<file path="src/rtl/uart_rx.sv">
// uart_rx: bus-attached 8N1 UART receiver with RX FIFO, status/control registers and level IRQ.
//   clk_i           system clock
//   rst_ni          synchronous active-low reset
//   device_req_i    single-cycle bus request, always accepted
//   device_addr_i   byte address, word offset taken from bits [3:2]
//   device_we_i     write enable
//   device_be_i     byte enables, writes act only when bit 0 is set
//   device_wdata_i  write data
//   device_rvalid_o response valid, one cycle after every request
//   device_rdata_o  registered read data, 0 for writes
//   uart_rx_i       asynchronous serial input, idle high
//   rx_irq_o        level interrupt
module uart_rx #(
   parameter int unsigned ClockFrequency = 50_000_000,
   parameter int unsigned BaudRate       = 115_200,
   parameter int unsigned RxFifoDepth    = 8
) (
   input  logic        clk_i,
   input  logic        rst_ni,
   input  logic        device_req_i,
   input  logic [31:0] device_addr_i,
   input  logic        device_we_i,
   input  logic [3:0]  device_be_i,
   input  logic [31:0] device_wdata_i,
   output logic        device_rvalid_o,
   output logic [31:0] device_rdata_o,
   input  logic        uart_rx_i,
   output logic        rx_irq_o
);
   localparam int unsigned ClocksPerBit = ClockFrequency / BaudRate;
   localparam int unsigned CntW = $clog2(ClocksPerBit + 1);
   localparam int unsigned PtrW = $clog2(RxFifoDepth);
   localparam int unsigned NumW = PtrW + 1;
   // The cycle counter expires at zero, so a reload of N-1 spans N cycles.
   localparam logic [CntW-1:0] BitReload  = CntW'(ClocksPerBit - 1);
   localparam logic [CntW-1:0] HalfReload = CntW'(ClocksPerBit / 2 - 1);

   if (ClocksPerBit < 4) begin : g_cpb_check
      $error("uart_rx: ClocksPerBit must be at least 4");
   end
   if (RxFifoDepth < 2 || (RxFifoDepth & (RxFifoDepth - 1)) != 0) begin : g_depth_check
      $error("uart_rx: RxFifoDepth must be a power of two and at least 2");
   end

   typedef enum logic [1:0] {IDLE, START, DATA, STOP} state_e;

   state_e          state_q;
   logic [CntW-1:0] cyc_q;
   logic [2:0]      bit_q;
   logic [7:0]      shift_q;
   logic [1:0]      sync_q;
   logic            rx_s;

   logic [7:0]      mem_q [RxFifoDepth];
   logic [PtrW-1:0] rptr_q, wptr_q;
   logic [NumW-1:0] num_q;
   logic            ov_q, fe_q;
   logic [1:0]      ctrl_q;
   logic            rvalid_q, irq_q;
   logic [31:0]     rdata_q;

   logic        frame_done, frame_ok, frame_bad;
   logic        empty, full, rd, wr, pop, push, ovr_set;
   logic [1:0]  sel;
   logic [31:0] rd_data;

   assign rx_s       = sync_q[1];
   assign frame_done = (state_q == STOP) && (cyc_q == '0);
   assign frame_ok   = frame_done & rx_s;
   assign frame_bad  = frame_done & ~rx_s;

   assign sel     = device_addr_i[3:2];
   assign rd      = device_req_i & ~device_we_i;
   assign wr      = device_req_i & device_we_i & device_be_i[0];
   assign empty   = num_q == '0;
   assign full    = num_q == NumW'(RxFifoDepth);
   assign pop     = rd & (sel == 2'd0) & ~empty;
   // A pop in the same cycle frees the slot, so a push into a full FIFO still lands.
   assign push    = frame_ok & (~full | pop);
   assign ovr_set = frame_ok & full & ~pop;

   assign rd_data = (sel == 2'd0) ? {24'b0, empty ? 8'h00 : mem_q[rptr_q]} :
                    (sel == 2'd1) ? 32'({num_q, 3'b000, fe_q, ov_q, full, ~empty}) :
                    (sel == 2'd2) ? {30'b0, ctrl_q} : 32'b0;

   always_ff @(posedge clk_i) begin
      if (!rst_ni) begin
         state_q <= IDLE;
         cyc_q   <= '0;
         bit_q   <= '0;
         shift_q <= '0;
         sync_q  <= 2'b11;
      end else begin
         sync_q <= {sync_q[0], uart_rx_i};
         unique case (state_q)
            IDLE: if (!rx_s) begin
               bit_q   <= '0;
               cyc_q   <= HalfReload;
               state_q <= START;
            end
            START: if (cyc_q != '0) cyc_q <= cyc_q - 1'b1;
               else if (rx_s) state_q <= IDLE;
               else begin
                  cyc_q   <= BitReload;
                  state_q <= DATA;
               end
            DATA: if (cyc_q != '0) cyc_q <= cyc_q - 1'b1;
               else begin
                  shift_q <= {rx_s, shift_q[7:1]};
                  cyc_q   <= BitReload;
                  bit_q   <= bit_q + 1'b1;
                  if (bit_q == 3'd7) state_q <= STOP;
               end
            STOP: if (cyc_q != '0) cyc_q <= cyc_q - 1'b1;
               else state_q <= IDLE;
            default: state_q <= IDLE;
         endcase
      end
   end

   always_ff @(posedge clk_i) begin
      if (push) mem_q[wptr_q] <= shift_q;
   end

   always_ff @(posedge clk_i) begin
      if (!rst_ni) begin
         rptr_q   <= '0;
         wptr_q   <= '0;
         num_q    <= '0;
         ov_q     <= 1'b0;
         fe_q     <= 1'b0;
         ctrl_q   <= '0;
         rvalid_q <= 1'b0;
         rdata_q  <= '0;
         irq_q    <= 1'b0;
      end else begin
         if (push) wptr_q <= wptr_q + 1'b1;
         if (pop) rptr_q <= rptr_q + 1'b1;
         num_q    <= num_q + NumW'(push) - NumW'(pop);
         // Set events take priority over a simultaneous clear.
         ov_q     <= ovr_set | (ov_q & ~(wr & (sel == 2'd1) & device_wdata_i[2]));
         fe_q     <= frame_bad | (fe_q & ~(wr & (sel == 2'd1) & device_wdata_i[3]));
         if (wr && sel == 2'd2) ctrl_q <= device_wdata_i[1:0];
         rvalid_q <= device_req_i;
         rdata_q  <= rd ? rd_data : 32'b0;
         irq_q    <= (ctrl_q[0] & ~empty) | (ctrl_q[1] & (ov_q | fe_q));
      end
   end

   assign device_rvalid_o = rvalid_q;
   assign device_rdata_o  = rdata_q;
   assign rx_irq_o        = irq_q;
endmodule
</file>
<file path="config.mk">
export PLATFORM = sky130hd
export DESIGN_NAME = uart_rx
export DESIGN_NICKNAME = d
export VERILOG_FILES = /design/src/rtl/uart_rx.sv
export SDC_FILE = /design/constraint.sdc
export NUM_CORES = 1
export LEC_CHECK = 0
export BUFFER_PORTS_ARGS = -buffer_cell sky130_fd_sc_hd__buf_2
export CAP_MARGIN = 20
export CORE_ASPECT_RATIO = 0.6
export CORE_MARGIN = 3
export CORE_UTILIZATION = 54
export CTS_CLUSTER_DIAMETER = 60
export DETAILED_ROUTE_END_ITERATION = 12
export HOLD_SLACK_MARGIN = 0.02
export PLACE_DENSITY_LB_ADDON = 0.05
export SYNTH_ARGS = -nofsm -noshare
export SYNTH_HDL_FRONTEND = slang
export SYNTH_SLANG_ARGS = --single-unit
</file>
<file path="constraint.sdc">
create_clock -name clk_i -period 3.8 [get_ports clk_i]
set_input_delay 0.57 -clock clk_i [delete_from_list [all_inputs] [get_ports clk_i]]
set_output_delay 0.57 -clock clk_i [all_outputs]
set_load 0.02 [all_outputs]
</file>
==> results_dict.tcl <==
set metrics [dict create \
    max_freq_ghz 0.363 \
    finalHoldViolations 0 \
    cts_made_buffers 17 \
    initial_core_util 0.577 \
    placed_area_mm2 0.00529 \
    slew_violations 0 \
    ir_drop_mv 0.316 \
    portBuffers 24 \
    io_pins 107 \
    slowest_delay_ns 0.66 \
    overflow 0 \
    worst-path-stages 7 \
    dp_slack_ns 1.06 \
    tns_ns 0 \
    syn2layout_area_growth_pct 15.1 \
    finClkSkew_ns 0.0134 \
    die_area_mm2 0.0107 \
    seqPwrFrac 0.437 \
    outcome "complete, no violations" \
    finalCritPeriodShare 0.725 \
    combPwrFrac 0.114 \
    layout_min_cycle_time_ns 2.75 \
    synthFlopType "edfxtp_1" \
    die_w_um 131 \
    maxSlewHeadroom 0.355 \
    path_max_fanout 8 \
    cts_sinks 118 \
    dp.cells 548 \
    grt_pass1_vias 3008 \
    rsz0062_at_grt "false" \
    antenna_cells 0 \
    drt-total-wl_mm 10.2 \
    holdBufCountCts 0 \
    rows 26 \
    synth.avg_cell_area_um2 12.6 \
    antenna_found_initial 0 \
    nFillCells 635 \
    seq_area_frac_synth 0.591 \
    required_ns 3.82 \
    clock_path_buffers 2 \
    grt_use_total 0.205 \
    reg2reg_depth 7 \
    synth-seq-cells 118 \
    p_leak_nw 2.22 \
    p_int_mw 2.42 \
    die_h_um 81.2 \
    critical_path_buf_inv_count 2 \
    maxCapViolCount 0 \
    drtIter0Drc 357 \
    crit_slowest_cell "nor2_1" \
    fin_cells 581 \
    fin_area_mm2 0.00585 \
    crit_chain "inv_1, ha_1, or4b_1, nor3_1, buf_4, nand3_1, nor2_1" \
    clock_latency_ns 0.40 \
    route.antenna.remaining_nets 0 \
    cpLargestDelayFamily "simple AND/OR/NAND/NOR gates" \
    post_cts_buffers 0 \
    cts_resized 0 \
    grt_first_pass_wirelength_mm 16.4 \
    cp.arrival_ns 2.77 \
    power_density_mw_per_mm2 544 \
    grt_max_degree 32 \
    cts-htree-levels 4 \
    setup_ws_ns 1.05 \
    cp-start-kind "flip-flop" \
    clk_pin_slew_worst_paths_ns 0.05 \
    synth.distinct_cells 49 \
    p_switching_uw 768 \
    clockPowerShare 0.450 \
    path_class "reg -> reg" \
    crit_path_end_kind "flip-flop" \
    vias_per_cell 5.63 \
    ys.warnings.count 0 \
    clockRootBuffer "clkbuf_16" \
    swShare 0.241 \
    core_area_mm2 0.00882 \
    setup_viol 0 \
    hold_slack_ns 0.355 \
    hold_path_class "in -> reg" \
    post_drt_wl_per_cell_um 17.5 \
    synth_area_mm2 0.00508 \
    power.total_mw 3.18 \
    tritoncts "done" \
    drc 0 \
    num_vias 3273 \
    holdPathStages 2 \
    place_congestion 0.904 \
    async_reset_ff_frac 0 \
    syn_inst 405 \
    worstMarginPinSlew_ns 0.959 \
    drt_first_pass_iters 5 \
    synth_edf_count 64 \
    dpl.hpwl_mm 7.01 \
    final_nets 531 \
    drive_gt1_frac 0.185 \
    post-route-util 0.664 \
]
Yosys cell counts (all sizes together) (6+ instances only):
cell type  instances  area [µm²]
edfxtp            64        1920
and2               7        43.8
mux2i             19         190
nand2             20        75.1
a21oi             20         100
mux4              16         360
nor3              11        55.1
o21ai             18        90.1
nand2b             6        37.5
clkbuf            14        53.8
dfxtp             54        1080
buf               23         168
inv               15        56.3
nor2              30         113
ha                15         188
nand3             11        55.1
layer usage:
metal	GRT usage	vias to the layer above	wire length (µm)
met5	0	-	0
met4	0.0681	0	52
met1	0.308	1594	5260
met3	0.0600	6	759
met2	0.284	128	4090
li1	-	1545	-
area by class of cell:
cell class | instances | area, µm² | area share
clock inverters | 5 | 51.3 | 0.00876
multi-input cells | 255 | 1880 | 0.321
repair buffers | 35 | 223 | 0.0381
clock buffers | 27 | 483 | 0.0825
well taps | 126 | 158 | 0.0269
flip-flops and latches | 118 | 3000 | 0.513
inverters | 15 | 56.3 | 0.00962
cell families (layout without fill, tap and decap cells):
family | after synthesis | in the layout | synth area share
adders and majority gates | 16 | 16 | 0.0408
other | 1 | 21 | 0.000737
muxes | 36 | 36 | 0.110
and+or+nand+nor | 115 | 115 | 0.118
AOI/OAI and AO/OA | 63 | 63 | 0.0783
xor gates and xnor gates | 4 | 4 | 0.00689
DFF | 118 | 118 | 0.591
buffers and inverters | 52 | 82 | 0.0546
placed cells by master, fill, tap and decap left out, types with 2 or more instances in the layout:
cell type / instances
nand2b_1: 6
mux4_2: 16
nor4_1: 5
and2_1: 7
clkbuf_16: 17
nor2b_1: 5
nand2_1: 20
edfxtp_1: 64
a21o_1: 2
nand3b_1: 2
o32ai_1: 2
o21ai_0: 18
a32oi_1: 2
or4_1: 2
a31oi_1: 5
clkinv_2: 3
a21oi_1: 20
conb_1: 21
nor2_1: 30
or3_1: 4
xor2_1: 3
nor4b_1: 3
o221a_2: 4
nand4_1: 2
dfxtp_1: 54
buf_2: 24
clkbuf_1: 8
ha_1: 15
inv_1: 15
buf_4: 10
or3b_2: 3
nand3_1: 11
mux2i_1: 19
o31a_1: 2
nor3_1: 11
clkbuf_8: 2
power by group through the flow:
| stage | logic [mW] | registers, mW | clock network [mW] |
|---|---|---|---|
| 6_report | 0.361 | 1.39 | 1.43 |
| 4_1_cts | 0.350 | 1.39 | 1.46 |
| 5_1_grt | 0.394 | 1.39 | 1.52 |
| 2_1_floorplan | 0.285 | 1.41 | 0 |
| 3_5_place_dp | 0.348 | 1.41 | 0 |
| 3_3_place_gp | 0.342 | 1.41 | 0 |
final timing paths:
kind / end / start / slack [ns]
worst max-delay path: mem_q[7][7] / cyc_q[0] / 1.05
worst min-delay path: sync_q[0] / uart_rx_i / 0.36
worst max register to register: mem_q[7][7] / cyc_q[0] / 1.05
worst min register to register: sync_q[1] / sync_q[0] / 0.40
flip-flops by register name (all words and copies together), names as in the netlist, named ones only:
name and cells:
bit_q 3, state_q 1, rptr_q 3, rx_irq_o 1
mem_q 64, ov_q 1, cyc_q 9, ctrl_q 2
device_rvalid_o 1, device_rdata_o 11, sync_q 2, num_q 4
fe_q 1, shift_q 8, wptr_q 3
Power figures use the tool's default switching activity.
